[src/rtl/wide_add_sequencer.sv]
// Multi-cycle wide adder/subtractor. A single 16-bit ripple slice is reused
// once per chunk, LSB first, behind valid/ready handshakes on both sides.

module wide_add_slice16 (
  input  logic [15:0] a_i,
  input  logic [15:0] b_i,
  input  logic        c_i,
  output logic [15:0] s_o,
  output logic        c_o
);
  logic [16:0] total;

  assign total = {1'b0, a_i} + {1'b0, b_i} + {16'd0, c_i};
  assign s_o   = total[15:0];
  assign c_o   = total[16];
endmodule

module wide_add_sequencer #(
  parameter int WORDS = 4
) (
  input  logic                clk,
  input  logic                rst,
  input  logic                in_valid,
  output logic                in_ready,
  input  logic [16*WORDS-1:0] a,
  input  logic [16*WORDS-1:0] b,
  input  logic                cin,
  input  logic                sub,
  output logic                out_valid,
  input  logic                out_ready,
  output logic [16*WORDS-1:0] sum,
  output logic                cout,
  output logic                ovf
);
  localparam int N    = 16 * WORDS;
  localparam int IDXW = $clog2(WORDS);
  localparam logic [IDXW-1:0] LAST_IDX = IDXW'(WORDS - 1);

  typedef enum logic [1:0] {
    IDLE = 2'd0,
    RUN  = 2'd1,
    DONE = 2'd2
  } state_t;

  state_t          state_q, state_d;
  logic [N-1:0]    a_q, a_d;
  logic [N-1:0]    b_q, b_d;
  logic            carry_q, carry_d;
  logic [IDXW-1:0] idx_q, idx_d;
  logic [N-1:0]    sum_q, sum_d;
  logic            cout_q, cout_d;
  logic            ovf_q, ovf_d;

  logic [15:0]     a_cur, b_cur, slice_s;
  logic            slice_c;
  logic            accept;
  logic [WORDS-1:0] chunk_we;

  assign in_ready  = (state_q == IDLE) && !rst;
  assign accept    = in_valid && in_ready;
  assign out_valid = (state_q == DONE);
  assign sum       = sum_q;
  assign cout      = cout_q;
  assign ovf       = ovf_q;

  // Select the operand chunks addressed by the current index.
  always_comb begin
    a_cur = '0;
    b_cur = '0;
    for (int i = 0; i < WORDS; i++) begin
      if (idx_q == IDXW'(i)) begin
        a_cur = a_q[i*16 +: 16];
        b_cur = b_q[i*16 +: 16];
      end
    end
  end

  wide_add_slice16 u_slice (
    .a_i (a_cur),
    .b_i (b_cur),
    .c_i (carry_q),
    .s_o (slice_s),
    .c_o (slice_c)
  );

  // Only the chunk under the index is rewritten; the rest hold their value.
  for (genvar gi = 0; gi < WORDS; gi++) begin : g_chunk
    assign chunk_we[gi] = (state_q == RUN) && (idx_q == IDXW'(gi));
    assign sum_d[gi*16 +: 16] = chunk_we[gi] ? slice_s : sum_q[gi*16 +: 16];
  end

  always_comb begin
    state_d = state_q;
    a_d     = a_q;
    b_d     = b_q;
    carry_d = carry_q;
    idx_d   = idx_q;
    cout_d  = cout_q;
    ovf_d   = ovf_q;
    unique case (state_q)
      IDLE: begin
        if (accept) begin
          a_d     = a;
          b_d     = b ^ {N{sub}};
          carry_d = sub ? 1'b1 : cin;
          idx_d   = '0;
          state_d = RUN;
        end
      end
      RUN: begin
        carry_d = slice_c;
        idx_d   = idx_q + 1'b1;
        if (idx_q == LAST_IDX) begin
          cout_d  = slice_c;
          // Operand signs agree but the result sign differs.
          ovf_d   = (a_cur[15] == b_cur[15]) && (slice_s[15] != a_cur[15]);
          state_d = DONE;
        end
      end
      DONE: begin
        if (out_ready) begin
          state_d = IDLE;
        end
      end
      default: state_d = IDLE;
    endcase
  end

  always_ff @(posedge clk) begin
    if (rst) begin
      state_q <= IDLE;
      a_q     <= '0;
      b_q     <= '0;
      carry_q <= 1'b0;
      idx_q   <= '0;
      sum_q   <= '0;
      cout_q  <= 1'b0;
      ovf_q   <= 1'b0;
    end else begin
      state_q <= state_d;
      a_q     <= a_d;
      b_q     <= b_d;
      carry_q <= carry_d;
      idx_q   <= idx_d;
      sum_q   <= sum_d;
      cout_q  <= cout_d;
      ovf_q   <= ovf_d;
    end
  end
endmodule

[config.mk]
export PLATFORM = sky130hd
export DESIGN_NAME = wide_add_sequencer
export DESIGN_NICKNAME = d
export VERILOG_FILES = /design/src/rtl/wide_add_sequencer.sv
export SDC_FILE = /design/constraint.sdc
export NUM_CORES = 1
export LEC_CHECK = 0
export ABC_AREA = 1
export BUFFER_PORTS_ARGS = -buffer_cell sky130_fd_sc_hd__buf_2
export CAP_MARGIN = 20
export CORE_MARGIN = 4
export CORE_UTILIZATION = 61
export CTS_BUF_LIST = sky130_fd_sc_hd__clkbuf_4
export DETAILED_ROUTE_END_ITERATION = 7
export GPL_TIMING_DRIVEN = 1
export HOLD_SLACK_MARGIN = 0.12
export PLACE_DENSITY = 0.88
export SKIP_LAST_GASP = 1
export SLEW_MARGIN = 5
export SYNTH_ARGS = -nofsm -noshare
export SYNTH_HDL_FRONTEND = slang
export SYNTH_SLANG_ARGS = --single-unit
[constraint.sdc]
create_clock -name clk -period 5.8 [get_ports clk]
set_clock_uncertainty 0.2 [all_clocks]
set_input_delay 1.16 -clock clk [delete_from_list [all_inputs] [get_ports clk]]
set_output_delay 1.16 -clock clk [all_outputs]
set_load 0.01 [all_outputs]
==> results of run 1 <==
[cells in the mapped netlist, drive strengths merged]
cell,count
dfxtp,199
xnor2,65
ha,19
xor2,6
a21oi,115
nand3b,1
clkbuf,28
o21a,32
o211ai,13
a22oi,9
inv,135
buf,58
fa,2
o21bai,17
nand3,145
a22o,4
o21ai,141
nand2,228
o31ai,1
nor2,31
nor3,4
and3,1
o22ai,7
[critical path, stage by stage, from the launching register on]
cell	delay, ns
dfxtp_1	0.41
inv_1	0.08
ha_1	0.54
nor2_4	0.62
inv_1	0.27
o22ai_1	0.22
nand2_1	0.09
a22oi_1	0.29
inv_1	0.12
fa_1	0.47
nand3b_1	0.17
nand2_1	0.15
nand2_1	0.07
nand3_1	0.13
nand2_1	0.10
nand3_1	0.15
nand3_1	0.11
nand2_1	0.09
inv_1	0.04
[metrics by stage]
stage	cell area [µm²]	total power, mW
after floorplan	9640	2.02
after global placement	10400	2.21
after detailed placement	10400	2.22
after CTS	10700	2.88
after global routing	10700	3.04
final	10700	2.89
[cells in the final DEF (no fill, tap or decap), types with 2 or more instances in the layout]
cell type  netlist  routed
a21oi_2          6       6
xor2_1           6       6
nand3_1        145     145
ha_1            19      19
inv_6            0       2
o21ai_1         24      24
inv_2            6       5
clkinv_1         0       2
clkbuf_4         0      20
nor3_1           3       3
dfxtp_1        199     199
a22o_1           4       4
inv_4            1       2
clkinv_4         0       3
a22oi_1          9       9
a21oi_1        109     109
o21a_1          32      32
nor2_1          25      25
o21bai_1        17      17
nor2_4           4       4
buf_2           22     200
o21ai_0        116     116
inv_1          128     128
fa_1             2       2
xnor2_1         65      65
nand2_1        226     226
buf_4            4       3
clkinv_2         0       3
o211ai_1        13      13
o22ai_1          7       7
[layout make-up]
| cell class | instances | area share (%) |
|---|---|---|
| Sequential cell | 199 | 37.3 |
| Clock inverter | 12 | 0.972 |
| Timing Repair Buffer | 204 | 9.76 |
| Clock buffer | 20 | 1.40 |
| Multi-Input combinational cell | 841 | 43.3 |
| Inverter | 135 | 4.79 |
| Tap cell | 211 | 2.47 |
[routing by layer]
layer | routed length, µm | track usage (%) | up-vias | part of all wire, %
li1 | - | - | 4422 | -
met1 | 10200 | 34.5 | 4024 | 41
met5 | 0 | 0 | - | 0
met3 | 1960 | 5.06 | 50 | 7.9
met4 | 607 | 10.1 | 0 | 2.5
met2 | 12000 | 45.8 | 382 | 48
[registers in the layout (all words and copies together), names as in the netlist]
signal,flops
b_q,64
cout,1
state_q,2
idx_q,2
a_q,64
sum,64
carry_q,1
ovf,1
[power by group through the flow]
stage / registers, mW / logic, mW / clock network [mW]
after global routing: 1.54 / 0.746 / 0.746
final: 1.53 / 0.672 / 0.690
after detailed placement: 1.56 / 0.663 / 0
after CTS: 1.53 / 0.665 / 0.687
after global placement: 1.56 / 0.650 / 0
after floorplan: 1.56 / 0.463 / 0
[path summary, 6_finish.rpt]
check                 from  endpoint  slack [ns]  cells after the start
setup / recovery  idx_q[1]   sum[10]        1.39                     18
hold / removal     a_q[61]   a_q[61]        0.27                      2
setup reg to reg  idx_q[1]   sum[10]        1.39                     18
hold reg to reg    a_q[61]   a_q[61]        0.27                      2
[cells by family after synthesis]
logic type | Yosys count | share of synthesized area, %
AOI/OAI and AO/OA | 339 | 20.0
adders and majority gates | 21 | 2.88
DFF | 199 | 41.3
and+or+nand+nor | 410 | 18.6
xor gates and xnor gates | 71 | 6.45
buffers and inverters | 221 | 10.8
==> flow_summary.json, run 1 <==
{
  "fin_ws_ns": 1.39,
  "switching_share_pct": 32.9,
  "leakage_nw": 5.17,
  "syn_area_per_cell_um2": 7.65,
  "ir_worst_vdd_mv": 0.144,
  "yosysWarnings": 0,
  "portBuffers": 201,
  "cp-start-kind": "flip-flop",
  "crit_path_end_kind": "flip-flop",
  "status": "complete, no violations",
  "first_pass_iters": 5,
  "min_period_ns": 4.41,
  "insertion_delay_ns": 0.60,
  "place_ws_ns": 1.52,
  "fin_setup_tns_ns": 0,
  "placedCellCount": 1590,
  "cts_made_buffers": 17,
  "required_ns": 6.11,
  "cts_root_buf": "clkbuf_4",
  "start_util_pct": 62.9,
  "max_freq_ghz": 0.227,
  "hold_viol_final": 0,
  "crit_type": "reg -> reg",
  "ys_top_cells_by_area": "dfxtp_1 41%, nand2_1 8.8%, nand3_1 7.5%, o21ai_0 6.0%, xnor2_1 5.9%",
  "cts_tree": "built",
  "rsz0062_at_grt": "no",
  "p_seq_share_pct": 53.0,
  "dieArea_um2": 17900,
  "min_path_type": "reg -> reg",
  "yosysTopAreaCellShare_pct": 41.3,
  "vias": 8878,
  "max_slew_margin_pct": 29.9,
  "timing.max_cap.violations": 0,
  "n_fill_cell": 1320,
  "fin_cells": 1622,
  "area_growth_pct": 10.9,
  "worst_slew_pin_slew_ns": 1.05,
  "multi_input_area_um2": 4630,
  "die_h_um": 134,
  "synthDistinctLibCells": 36,
  "cp.arrival_ns": 4.72,
  "grt_antenna_before_repair": 0,
  "fin_util_pct": 69.8,
  "hpwlAfterDp_mm": 18.3,
  "cts.htree.levels": 4,
  "slew_viol_final": 0,
  "core.rowCount": 45,
  "clkTransAtPathRegs_ns": 0.15,
  "gr-total-overflow": 0,
  "wl_per_cell_um": 15.3,
  "netlist_instances": 1261,
  "grt_max_degree": 135,
  "die_x_um": 134,
  "drc": 0,
  "clkPwrFrac_pct": 23.8,
  "gp_congestion": 0.909,
  "clock-sinks": 199,
  "period_share_pct": 76.0,
  "ctsHoldBuffers": 0,
  "n_antenna_cell": 0,
  "grt_use_total_pct": 27.1,
  "synth_top_area_cell": "dfxtp_1",
  "grt_pass1_vias": 8041,
  "p_per_area_nw_per_um2": 271,
  "post_cts_buffers": 0,
  "clk_path_buf_depth": 2,
  "syn_nets": 1416,
  "holdWs_ns": 0.267,
  "ios": 202,
  "grt_pass1_wl_mm": 39.2,
  "drtAntennaViolNets": 0,
  "synth_area_um2": 9640,
  "intPower_mw": 1.94,
  "setup_viol": 0,
  "core-area_um2": 15300,
  "p_switching_mw": 0.953,
  "ys_seq_area_share_pct": 41.3,
  "regArea_um2": 3980,
  "drt_iter0_drc": 827,
  "crit_fanout": 27,
  "cts_resized": 0,
  "drive_gt1_share_pct": 18.2,
  "p_comb_share_pct": 23.2,
  "viasPerCell": 5.47,
  "ys_ff_latch": 199,
  "wirelength_mm": 24.8,
  "nets": 1553
}
Power figures use the tool's default switching activity.
==> run 2: changes to the inputs <==
--- a/config.mk
+++ b/config.mk
@@ -5,16 +5,16 @@
 export SDC_FILE = /design/constraint.sdc
 export NUM_CORES = 1
 export LEC_CHECK = 0
-export ABC_AREA = 1
+export ABC_AREA = 0
 export BUFFER_PORTS_ARGS = -buffer_cell sky130_fd_sc_hd__buf_2
 export CAP_MARGIN = 20
 export CORE_MARGIN = 4
-export CORE_UTILIZATION = 61
+export CORE_UTILIZATION = 52
 export CTS_BUF_LIST = sky130_fd_sc_hd__clkbuf_4
 export DETAILED_ROUTE_END_ITERATION = 7
 export GPL_TIMING_DRIVEN = 1
 export HOLD_SLACK_MARGIN = 0.12
-export PLACE_DENSITY = 0.88
+export PLACE_DENSITY = 0.79
 export SKIP_LAST_GASP = 1
 export SLEW_MARGIN = 5
 export SYNTH_ARGS = -nofsm -noshare
==> constraint.sdc (replaced) <==
create_clock -name clk -period 3.95 [get_ports clk]
set_clock_uncertainty 0.2 [all_clocks]
set_input_delay 0.79 -clock clk [delete_from_list [all_inputs] [get_ports clk]]
set_output_delay 0.79 -clock clk [all_outputs]
set_load 0.01 [all_outputs]
==> flow_summary.json, run 2 <==
{
  "yosysTopAreaCellShare_pct": 40.7,
  "crit_slowest_cell": "fa_1",
  "ys_seq_area_share_pct": 40.7,
  "fin_util_pct": 61.6,
  "grt_pass1_wl_mm": 41.8,
  "hold_viol_final": 0,
  "cts.htree.levels": 4,
  "max_freq_ghz": 0.272,
  "crit_path_end_kind": "flip-flop",
  "synthDistinctLibCells": 51,
  "crit_top_cell": "fa_1",
  "start_util_pct": 53.7,
  "status": "complete, no violations",
  "ys_ff_latch": 199,
  "max_slew_margin_pct": 36.9,
  "clkTransAtPathRegs_ns": 0.17,
  "grt_pass1_vias": 8314,
  "crit_buf_inv": 2,
  "syn_nets": 1398,
  "cts_root_buf": "clkbuf_4",
  "yosysWarnings": 0,
  "critPathTopFamily": "adder cells",
  "min_period_ns": 3.67,
  "synth_area_um2": 9790,
  "syn_area_per_cell_um2": 7.87,
  "grt_use_total_pct": 23.9,
  "synthArstFlopShare_pct": 0,
  "wl_per_cell_um": 16.1,
  "ys.flop_type": "dfxtp_1",
  "clock-sinks": 199,
  "drc": 0,
  "p_per_area_nw_per_um2": 361,
  "yosysMostFrequentCell": "nand2_1",
  "viasPerCell": 5.48,
  "setup_viol": 0,
  "synth_top_area_cell": "dfxtp_1",
  "dieArea_um2": 21100,
  "gp_congestion": 0.923,
  "slew_viol_final": 0,
  "ios": 202,
  "gr-total-overflow": 0,
  "ir_worst_vdd_mv": 0.265,
  "wirelength_mm": 26.1,
  "cts_made_buffers": 17,
  "die_x_um": 145,
  "period_share_pct": 93.0,
  "synth-edff-count": 0,
  "clk_path_buf_depth": 2,
  "netlist_instances": 1243,
  "timing.max_cap.violations": 0,
  "cp.arrival_ns": 3.99,
  "critPathMaxStageDelay_ns": 0.43,
  "area_growth_pct": 14.6,
  "leakage_nw": 4.79,
  "crit_chain": "inv_1 > ha_2 > buf_12 > a21oi_1 > o21ai_0 > mux2i_1 > fa_1 > fa_1 > nand2b_1 > a21o_1 > a32oi_2 > xor2_2 > nor2_1 > nor3_1",
  "nets": 1535,
  "layout_commonest_cell": "nand2_1",
  "ys_top_cells_by_area": "dfxtp_1 41%, nand3b_1 11%, nand2_1 10%, xnor2_1 6.2%, o21ai_0 5.3%",
  "cts_tree": "built",
  "netlist_top_cells_count": "262 x nand2_1, 199 x dfxtp_1, 148 x nand3b_1",
  "drt_iter0_drc": 654,
  "core-area_um2": 18200,
  "vias": 8891,
  "place_ws_ns": 0.224,
  "insertion_delay_ns": 0.60,
  "worst_slew_pin_slew_ns": 0.946,
  "cp-start-kind": "flip-flop",
  "crit_fanout": 55,
  "post_cts_buffers": 0,
  "min_path_type": "in -> reg",
  "crit_type": "reg -> reg",
  "fin_ws_ns": 0.276,
  "drive_gt1_share_pct": 19.7,
  "grt_antenna_before_repair": 1,
  "hpwlAfterDp_mm": 18.5,
  "first_pass_iters": 5,
  "required_ns": 4.27,
  "core.rowCount": 49,
  "drtAntennaViolNets": 0,
  "portBuffers": 201,
  "grt_max_degree": 124,
  "layout_common_cells": "261 x nand2_1, 199 x buf_2, 198 x dfxtp_1, 148 x nand3b_1, 103 x o21ai_0",
  "die_h_um": 145,
  "fin_setup_tns_ns": 0
}
## run 2: metrics by stage
stage	power [mW]	hold slack, ns	area, µm²	std cells
2_1_floorplan	2.71	0.249	9790	1243
3_3_place_gp	2.96	0.242	10900	1588
3_5_place_dp	2.97	0.247	10900	1588
4_1_cts	4.04	0.149	11100	1620
5_1_grt	4.24	0.123	11200	1623
6_report	4.04	0.170	11200	1623
## run 2: power by group
group	internal [mW]	switching [mW]	leakage (nW)
Combinational	0.305	0.441	3.02
Sequential	2.13	0.0689	1.63
Clock	0.386	0.713	0.142
## run 2: cell families after synthesis
kind of cell	share of synthesized area (%)
compound gates	15.6
xor+xnor	6.53
fa+ha+maj	2.84
buf+inv	4.73
flops	40.7
mux	0.409
simple gates	29.2
## run 2: metal layers
layer | vias up | routed length (µm) | global-route usage [%]
li1 | 4468 | - | -
met1 | 4149 | 11500 | 31.4
met2 | 246 | 12500 | 39.9
met3 | 28 | 1670 | 5.80
met4 | 0 | 426 | 5.94
met5 | - | 0 | 0
## run 2: what timing repair did
action,CTS,global route
hold buffers,0,1
resized for setup,0,7
endpoints found under the setup margin,0,14
hold endpoints to repair,0,1
## run 2: cell type report
type	instances	area (µm²)
multi-input cells	932	5390
inverters	11	41.3
flip-flops and latches	199	3990
clock inverters	14	148
well taps	229	287
diodes	1	2.50
clock buffers	18	135
fillers	1640	7000
repair buffers	219	1230
## run 2: worst register-to-register path: stages, from the launching register on
cell      delay, ns
dfxtp_2        0.37
inv_1          0.11
ha_2           0.23
buf_12         0.23
a21oi_1        0.10
o21ai_0        0.17
mux2i_1        0.12
fa_1           0.43
fa_1           0.41
nand2b_1       0.17
a21o_1         0.21
a32oi_2        0.30
xor2_2         0.26
nor2_1         0.08
nor3_1         0.21
## run 2: worst paths after layout
kind | from | to | slack (ns) | depth (start not counted)
setup reg to reg | idx_q[1] | sum[40] | 0.28 | 14
setup / recovery | idx_q[1] | sum[40] | 0.28 | 14
hold / removal | a[31] | a_q[31] | 0.17 | 3
hold reg to reg | sum[19] | sum[19] | 0.26 | 2
